==> src/rtl/ace_ccu_conflict_table.sv <==
// CAM-style table of cache lines with outstanding snoop-initiated transactions.
// Stalls conflicting snoops, merges hits in merge mode, and retires entries on completions.
module ace_ccu_conflict_table #(
  parameter int CmAddrWidth   = 8,
  parameter int NoRespPorts   = 4,
  parameter int MaxSnoopTrans = 8,
  parameter int MaxRespTrans  = 8,
  parameter bit Serialize     = 1'b1
) (
  input  logic                                 clk_i,
  input  logic                                 rst_ni,
  input  logic                                 cm_snoop_valid_i,
  input  logic                                 cm_snoop_ready_i,
  input  logic [CmAddrWidth-1:0]               cm_snoop_addr_i,
  output logic                                 cm_snoop_stall_o,
  input  logic [NoRespPorts-1:0]               cm_x_req_i,
  input  logic [NoRespPorts*CmAddrWidth-1:0]   cm_x_addr_i,
  output logic [$clog2(MaxSnoopTrans+1)-1:0]   occupancy_o,
  output logic                                 full_o,
  output logic                                 err_o
);

  localparam int CntW = $clog2(MaxRespTrans + 1);
  localparam int OccW = $clog2(MaxSnoopTrans + 1);
  localparam int DecW = $clog2(NoRespPorts + 1);
  localparam int SumW = ((CntW > DecW) ? CntW : DecW) + 1;

  typedef struct packed {
    logic                   valid;
    logic [CmAddrWidth-1:0] idx;
    logic [CntW-1:0]        cnt;
  } entry_t;

  entry_t [MaxSnoopTrans-1:0] tbl_q, tbl_d;
  logic   [OccW-1:0]          occ_q, occ_d;
  logic                       full_q, full_d;
  logic                       err_q, err_d;

  logic [MaxSnoopTrans-1:0] hit_vec, free_sel;
  logic [CntW-1:0]          hit_cnt;
  logic                     hit, all_valid, hit_block, fire, unmatched, over_dec;
  logic [DecW-1:0]          dec [MaxSnoopTrans];

  // Snoop lookup on the registered table; at most one entry can match.
  // NOTE: every always_comb variable gets a default first, so no path can infer a latch.
  always_comb begin
    hit_vec   = '0;
    hit_cnt   = '0;
    all_valid = 1'b1;
    for (int i = 0; i < MaxSnoopTrans; i++) begin
      all_valid = all_valid & tbl_q[i].valid;
      if (tbl_q[i].valid && tbl_q[i].idx == cm_snoop_addr_i) begin
        hit_vec[i] = 1'b1;
        hit_cnt    = hit_cnt | tbl_q[i].cnt;
      end
    end
  end

  assign hit              = |hit_vec;
  assign hit_block        = Serialize ? hit : (hit && hit_cnt == CntW'(MaxRespTrans));
  assign cm_snoop_stall_o = cm_snoop_valid_i & (hit_block | (~hit & all_valid));
  assign fire             = cm_snoop_valid_i & cm_snoop_ready_i & ~cm_snoop_stall_o;

  // Lowest-index free entry as of the start of the cycle.
  always_comb begin
    free_sel = '0;
    for (int i = MaxSnoopTrans - 1; i >= 0; i--) begin
      if (!tbl_q[i].valid) begin
        free_sel    = '0;
        free_sel[i] = 1'b1;
      end
    end
  end

  // Per-entry decrement is the number of completing ports matching that line.
  always_comb begin
    logic port_hit;
    unmatched = 1'b0;
    for (int i = 0; i < MaxSnoopTrans; i++) dec[i] = '0;
    for (int p = 0; p < NoRespPorts; p++) begin
      port_hit = 1'b0;
      if (cm_x_req_i[p]) begin
        for (int i = 0; i < MaxSnoopTrans; i++) begin
          if (tbl_q[i].valid && tbl_q[i].idx == cm_x_addr_i[p*CmAddrWidth +: CmAddrWidth]) begin
            dec[i]   = dec[i] + DecW'(1);
            port_hit = 1'b1;
          end
        end
        if (!port_hit) unmatched = 1'b1;
      end
    end
  end

  // Net update per entry: cnt + inc - dec in a widened sum, clearing on zero or underflow.
  always_comb begin
    logic [SumW-1:0] sum;
    tbl_d    = tbl_q;
    over_dec = 1'b0;
    sum      = '0;
    for (int i = 0; i < MaxSnoopTrans; i++) begin
      if (fire && !hit && free_sel[i]) begin
        tbl_d[i].valid = 1'b1;
        tbl_d[i].idx   = cm_snoop_addr_i;
        tbl_d[i].cnt   = CntW'(1);
      end else if (tbl_q[i].valid) begin
        sum = SumW'(tbl_q[i].cnt) + SumW'(fire & hit_vec[i]);
        if (SumW'(dec[i]) >= sum) begin
          tbl_d[i].valid = 1'b0;
          tbl_d[i].cnt   = '0;
          if (SumW'(dec[i]) > sum) over_dec = 1'b1;
        end else begin
          tbl_d[i].cnt = CntW'(sum - SumW'(dec[i]));
        end
      end
    end
  end

  always_comb begin
    occ_d  = '0;
    full_d = 1'b1;
    for (int i = 0; i < MaxSnoopTrans; i++) begin
      occ_d  = occ_d + OccW'(tbl_d[i].valid);
      full_d = full_d & tbl_d[i].valid;
    end
    err_d = unmatched | over_dec;
  end

  // NOTE: the table is built from flops rather than RAM, so it is reset; valid bits must start clear.
  always_ff @(posedge clk_i or negedge rst_ni) begin
    if (!rst_ni) begin
      tbl_q  <= '0;
      occ_q  <= '0;
      full_q <= 1'b0;
      err_q  <= 1'b0;
    end else begin
      // NOTE: non-blocking assignments so every register samples the pre-edge values.
      tbl_q  <= tbl_d;
      occ_q  <= occ_d;
      full_q <= full_d;
      err_q  <= err_d;
    end
  end

  assign occupancy_o = occ_q;
  assign full_o      = full_q;
  assign err_o       = err_q;

endmodule

==> config.mk <==
export PLATFORM = sky130hd
export DESIGN_NAME = ace_ccu_conflict_table
export DESIGN_NICKNAME = d
export VERILOG_FILES = /design/src/rtl/ace_ccu_conflict_table.sv
export SDC_FILE = /design/constraint.sdc
export NUM_CORES = 1
export LEC_CHECK = 0
export CAP_MARGIN = 20
export CORE_AREA = 10 10 157 159
export CTS_CLUSTER_SIZE = 24
export DETAILED_ROUTE_END_ITERATION = 10
export DIE_AREA = 0 0 167 169
export PLACE_DENSITY = 0.78
export SYNTH_ARGS = -nofsm -noshare
export SYNTH_HDL_FRONTEND = slang
export SYNTH_SLANG_ARGS = --single-unit
==> constraint.sdc <==
create_clock -name clk_i -period 5.8 [get_ports clk_i]
set_input_delay 1.16 -clock clk_i [delete_from_list [all_inputs] [get_ports clk_i]]
set_output_delay 1.16 -clock clk_i [all_outputs]
set_load 0.05 [all_outputs]
==> reports/metrics.yaml, run 1 <==
status: "finished with violations"
violations: "setup timing"
async_flop_share: 1.00
rsz0062_at_grt: "true"
synth_cell_types: 62
drt_iter0_drc: 824
maxSlewViolCount: 0
die_area_um2: 28200
start_util: 0.559
ys_ff_latch: 110
first_global_vias: 11504
ys.flop_type: "dfrtp_1"
worstHoldPathType: "reg -> reg"
fp-row-count: 54
final_common_cell: "buf_4"
syn2layout_area_growth_pct: 28.5
leakage_nw: 7.10
drcViolationCount: 0
grt_max_degree: 79
critPathArrivalTime_ns: 6.87
yosysSeqAreaShare: 0.228
fmax_mhz: 151
clock_latency_ns: 0.38
die_y_um: 169
final_cell_mix: "293 x buf_4, 233 x xnor2_1, 110 x xor2_1, 110 x dfrtp_1, 94 x inv_1"
hold_viol: 0
crit_required_ns: 6.07
drt-vias-per-instance: 5.85
syn_inst: 1328
path_class: "in -> reg"
gr-total-overflow: 0
cts_max_level: 3
fin_skew_ns: 0.0195
ant_nets: 0
synth_top_area_share: 0.228
dp_hpwl_um: 30500
port_buffers: 54
num_vias: 10915
clockRootBuffer: "clkbuf_16"
power.density_nw_per_um2: 239
cts_tree: "done"
gp_congestion: 1.07
critPathMaxFanout: 3
antenna_cells: 0
drive_gt1_frac: 0.324
core_area_um2: 21600
multiInputGateArea_um2: 8670
period_share: 1.14
first_pass_iters: 5
synth-adder-area-share: 0.115
wirelength_um: 40200
slew-limit-headroom: 0.522
fillers: 1508
syn_area_per_cell_um2: 9.08
syn-cell-area_um2: 12100
yosys_warnings: 0
fin_crit_ns: 6.60
clk_pin_slew_ns: 0.08
cp-start-kind: "input pin"
synthMuxAreaShare: 0.0794
worstMarginPinSlew_ns: 0.716
ir_worst_vdd_uv: 260
maxCapViolCount: 0
synth-xor-area-share: 0.270
synthSimpleGateAreaFrac: 0.145
setup_viol: 4
antenna_found_initial: 0
grt_pass1_wl_um: 62500
endpoint_kind: "flip-flop"
grt_usage: 0.276
die_w_um: 167
worst_slack_ns: -0.802
synth_top_family_by_area: "XOR/XNOR gates"
ioPinCount: 55
synth_area_leader_cell: "dfrtp_1"
cts_buffers: 9
synthTopCellsByArea: "dfrtp_1 23%, xnor2_1 19%, ha_1 9.6%"
synth-compound-area-share: 0.0622
drt-wirelength-per-cell_um: 21.5
setup_tns_ns: -2.56
cts_num_sinks: 110
synth_edf_count: 0
cts_buffer_depth: 2
total_power_mw: 3.70
regArea_um2: 2750
final_nets: 1733
cell usage after synthesis, types with 13 or more instances:
cell type / n
a21o_1: 22
a21oi_1: 27
buf_2: 67
buf_6: 26
clkbuf_1: 24
dfrtp_1: 110
ha_1: 92
inv_1: 98
mux2_2: 65
mux2_4: 13
nand2_1: 63
nand3_1: 65
nand4_1: 40
nor2_1: 28
nor3_1: 35
nor4_1: 38
o21ai_0: 19
xnor2_1: 261
xor2_1: 110
per-stage QoR:
step                      hold WS [ns]  instances  utilization  cell area (um^2)  setup slack [ns]
after floorplan                  0.449       1335            -             12500            -0.736
after global placement           0.466       1817        0.676             14600             -1.41
after detailed placement         0.474       1817        0.676             14600             -1.63
after CTS                        0.484       1862        0.709             15300            -0.693
after global routing             0.513       1866        0.719             15500            -0.956
final                            0.482       1866        0.719             15500            -0.802
state kept, by name (all words and copies together), names as in the netlist:
signal / flops
occupancy_o: 4
err_o: 1
full_o: 1
tbl_q: 104
metal layers:
layer | GRT usage | part of all wire | vias up
met3 | 0.0447 | 0.069 | 180
met5 | 0 | 0 | -
li1 | - | - | 4878
met1 | 0.327 | 0.39 | 5290
met2 | 0.463 | 0.47 | 567
met4 | 0.167 | 0.064 | 0
final timing paths:
kind	start	end	slack, ns	depth (start not counted)
max in group asynchronous	rst_ni	tbl_q[86]$_DFFE_PN0P_	4.33	2
worst max-delay path	cm_x_addr_i[3]	occupancy_o[1]$_DFF_PN0_	-0.80	27
worst min-delay path	tbl_q[3]$_DFFE_PN0P_	tbl_q[3]$_DFFE_PN0P_	0.48	1
worst min register to register	tbl_q[3]$_DFFE_PN0P_	tbl_q[3]$_DFFE_PN0P_	0.48	1
worst max register to register	tbl_q[22]$_DFFE_PN0P_	occupancy_o[1]$_DFF_PN0_	-0.37	27
min in group asynchronous	rst_ni	tbl_q[79]$_DFFE_PN0P_	0.67	1
critical path, cell delays in order:
cell and delay (ns):
buf_8 0.10, buf_6 0.14, xnor2_2 0.17, nand4_1 0.14
nor3_2 0.23, and2_1 0.19, ha_1 0.24, mux2_4 0.29
ha_4 0.21, mux2_4 0.27, ha_4 0.22, o21a_4 0.21
ha_4 0.21, a21o_1 0.16, a21oi_2 0.15, a21o_1 0.14
nand2_2 0.06, inv_2 0.09, nor2_4 0.05, fa_1 0.53
inv_2 0.05, fa_1 0.52, fa_1 0.59, ha_4 0.15
inv_2 0.04, fa_2 0.52, inv_1 0.04
kinds of logic (layout without fill, tap and decap cells):
logic type	Yosys count	count (layout)
AOI/OAI and AO/OA	110	110
xor gates and xnor gates	371	371
adders and majority gates	104	104
buffers and inverters	230	481
DFF	110	110
muxes	81	81
other	1	8
and+or+nand+nor	321	321
timing repair:
action                     4_1_cts  5_1_grt
setup endpoints to repair        7        8
buffers inserted                29        4
pin swaps                       36       22
resized for setup              116       33
gates cloned                     0        0
hold buffers                     0        0
power breakdown:
group          internal, mW  switching, mW
Clock                 0.316          0.345
Sequential            0.886          0.205
Combinational          1.01          0.939
Total                  2.21           1.49
area by class of cell:
cell class	instances	area share
clock buffers	10	0.0154
clock inverters	6	0.00404
inverters	98	0.0238
multi-input cells	995	0.560
flip-flops and latches	110	0.178
well taps	280	0.0226
repair buffers	367	0.196
No activity file was read; power rests on OpenSTA's default activity.
==> run 2: changes to the inputs <==
- CORE_AREA: 10 10 157 159 -> 10 10 212 214
- DIE_AREA: 0 0 167 169 -> 0 0 222 224
- PLACE_DENSITY: 0.78 -> not set
- SETUP_SLACK_MARGIN: not set -> 0.1
==> run 2 against run 1 <==
Against the previous run:
- critical path depth up 1
- the run still ends with setup timing left
- sequential power hardly changed
- first-iteration DRC count shrank 25%
- sequential share of layout area shrank 0.61 points
- clock-buffer cell count stayed put
- utilization shrank 32 points
- power is 1.2% higher
- via count decreased by 5.5%
- clock power fell by 3.3%
- hold slack improved by 0.0072 ns
- combinational power increased by 4%
==> reports/metrics.yaml, run 2 (synthesis gave the netlist of run 1 again) <==
ant_nets: 0
die_y_um: 224
grt_usage: 0.156
drt_iter0_drc: 620
core_area_um2: 40600
r2r_cells: 40
use_met2: 0.267
cts_tree: "done"
worstMarginPinSlew_ns: 0.733
path_class: "in -> reg"
maxCapViolCount: 0
drcViolationCount: 0
critPathMaxFanout: 3
die_area_um2: 49700
fin_crit_ns: 6.60
drt-vias-per-instance: 4.79
regMostFlops: "tbl_q"
drt-wirelength-per-cell_um: 18.6
antenna_cells: 0
fmax_mhz: 151
slew-limit-headroom: 0.507
worst_hold_path.endpoint: "tbl_q[3]$_DFFE_PN0P_"
met3_usage: 0.0246
fillers: 4033
first_global_vias: 10704
hold_start: "tbl_q[3]$_DFFE_PN0P_"
largest_reg_flops: 104
maxSlewViolCount: 0
period_share: 1.14
rsz0062_at_grt: "true"
grt_max_degree: 44
hold_slack_ns: 0.489
wirelength_um: 39900
leakage_nw: 7.28
final_cell_mix: "321 x buf_4, 230 x xnor2_1, 110 x dfrtp_1, 109 x xor2_1, 93 x inv_1"
pre_cts_ws_ns: -1.59
critPathArrivalTime_ns: 6.88
worstHoldPathType: "reg -> reg"
violations: "setup timing"
dp_hpwl_um: 32200
cts_max_level: 3
clk_pin_slew_ns: 0.09
ir_worst_vdd_uv: 247
fin_area_um2: 16000
final_util: 0.395
antenna_found_initial: 0
drive_gt1_frac: 0.338
reg2reg_to: "err_o$_DFF_PN0_"
final_common_cell: "buf_4"
worst_slack_ns: -0.802
gp_congestion: 0.941
die_w_um: 222
regToRegSetupSlack_ns: -0.36
ioPinCount: 55
grt_busiest_layer: "met2"
multiInputGateArea_um2: 8680
first_pass_iters: 5
grt_pass1_wl_um: 61500
power.density_nw_per_um2: 234
regArea_um2: 2750
cts_num_sinks: 110
holdPathStages: 1
start_util: 0.297
crit_required_ns: 6.08
status: "finished with violations"
port_buffers: 54
setup_tns_ns: -3.05
grt_use_met1: 0.197
hold_buffers: 0
total_power_mw: 3.75
setup_viol: 5
final_cells: 2151
r2r-start: "tbl_q[20]$_DFFE_PN0P_"
cts_buffer_depth: 2
num_vias: 10311
dp.cells: 2087
clockRootBuffer: "clkbuf_16"
fp-row-count: 74
final_nets: 1766
hold_viol: 0
dpl_cell_area_um2: 15100
fin_skew_ns: 0.0159
cp-start-kind: "input pin"
critPathLaunch: "cm_x_addr_i[0]"
clock_latency_ns: 0.38
cts_buffers: 9
endpoint_kind: "flip-flop"
gr-total-overflow: 0
syn2layout_area_growth_pct: 33.1
## run 2: how the worst max path moves through the flow
stage,to,slack (ns),cells after the start
after global routing,err_o$_DFF_PN0_,-0.97,41
after detailed placement,occupancy_o[1]$_DFF_PN0_,-1.59,27
after floorplan,occupancy_o[1]$_DFF_PN0_,-0.74,25
after global placement,occupancy_o[1]$_DFF_PN0_,-1.56,25
final,occupancy_o[1]$_DFF_PN0_,-0.80,28
after CTS,occupancy_o[1]$_DFF_PN0_,-0.75,28
## run 2: layout make-up
class | instances | share of cell area
clock buffers | 10 | 0.0143
flip-flops and latches | 110 | 0.172
inverters | 98 | 0.0229
clock inverters | 6 | 0.00312
well taps | 532 | 0.0415
multi-input cells | 995 | 0.541
repair buffers | 400 | 0.206
## run 2: report_power, final
group	switching (mW)	leakage, nW	internal [mW]	total, mW
clock network	0.339	0.131	0.299	0.639
logic	0.907	5.69	1.12	2.03
registers	0.192	1.46	0.887	1.08
total	1.44	7.28	2.31	3.75
## run 2: per-layer routing
layer / up-vias / part of all wire
met1: 5058 / 0.45
met3: 67 / 0.043
met5: - / 0
met2: 246 / 0.48
li1: 4940 / -
met4: 0 / 0.026
## run 2: what timing repair did
item | 4_1_cts | 5_1_grt
setup buffers | 39 | 9
pin swaps | 49 | 42
endpoints found under the setup margin | 7 | 8
gates resized for setup | 95 | 41
hold endpoints to repair | 0 | 0
## run 2: worst max-delay path: stages
cell and delay, ns:
buf_8 0.11, buf_6 0.12, buf_6 0.11, xnor2_2 0.12, nand4_1 0.13, nor3_2 0.23, and2_4 0.20, ha_4 0.19
mux2_4 0.28, ha_4 0.21, mux2_4 0.27, ha_4 0.24, o21a_4 0.22, ha_4 0.24, a21o_1 0.18, a21oi_2 0.14
a21o_1 0.14, nand2_2 0.06, inv_2 0.09, nor2_4 0.04, fa_1 0.52, inv_2 0.06, fa_1 0.50, fa_1 0.59
ha_4 0.14, inv_2 0.03, fa_2 0.52, inv_2 0.03
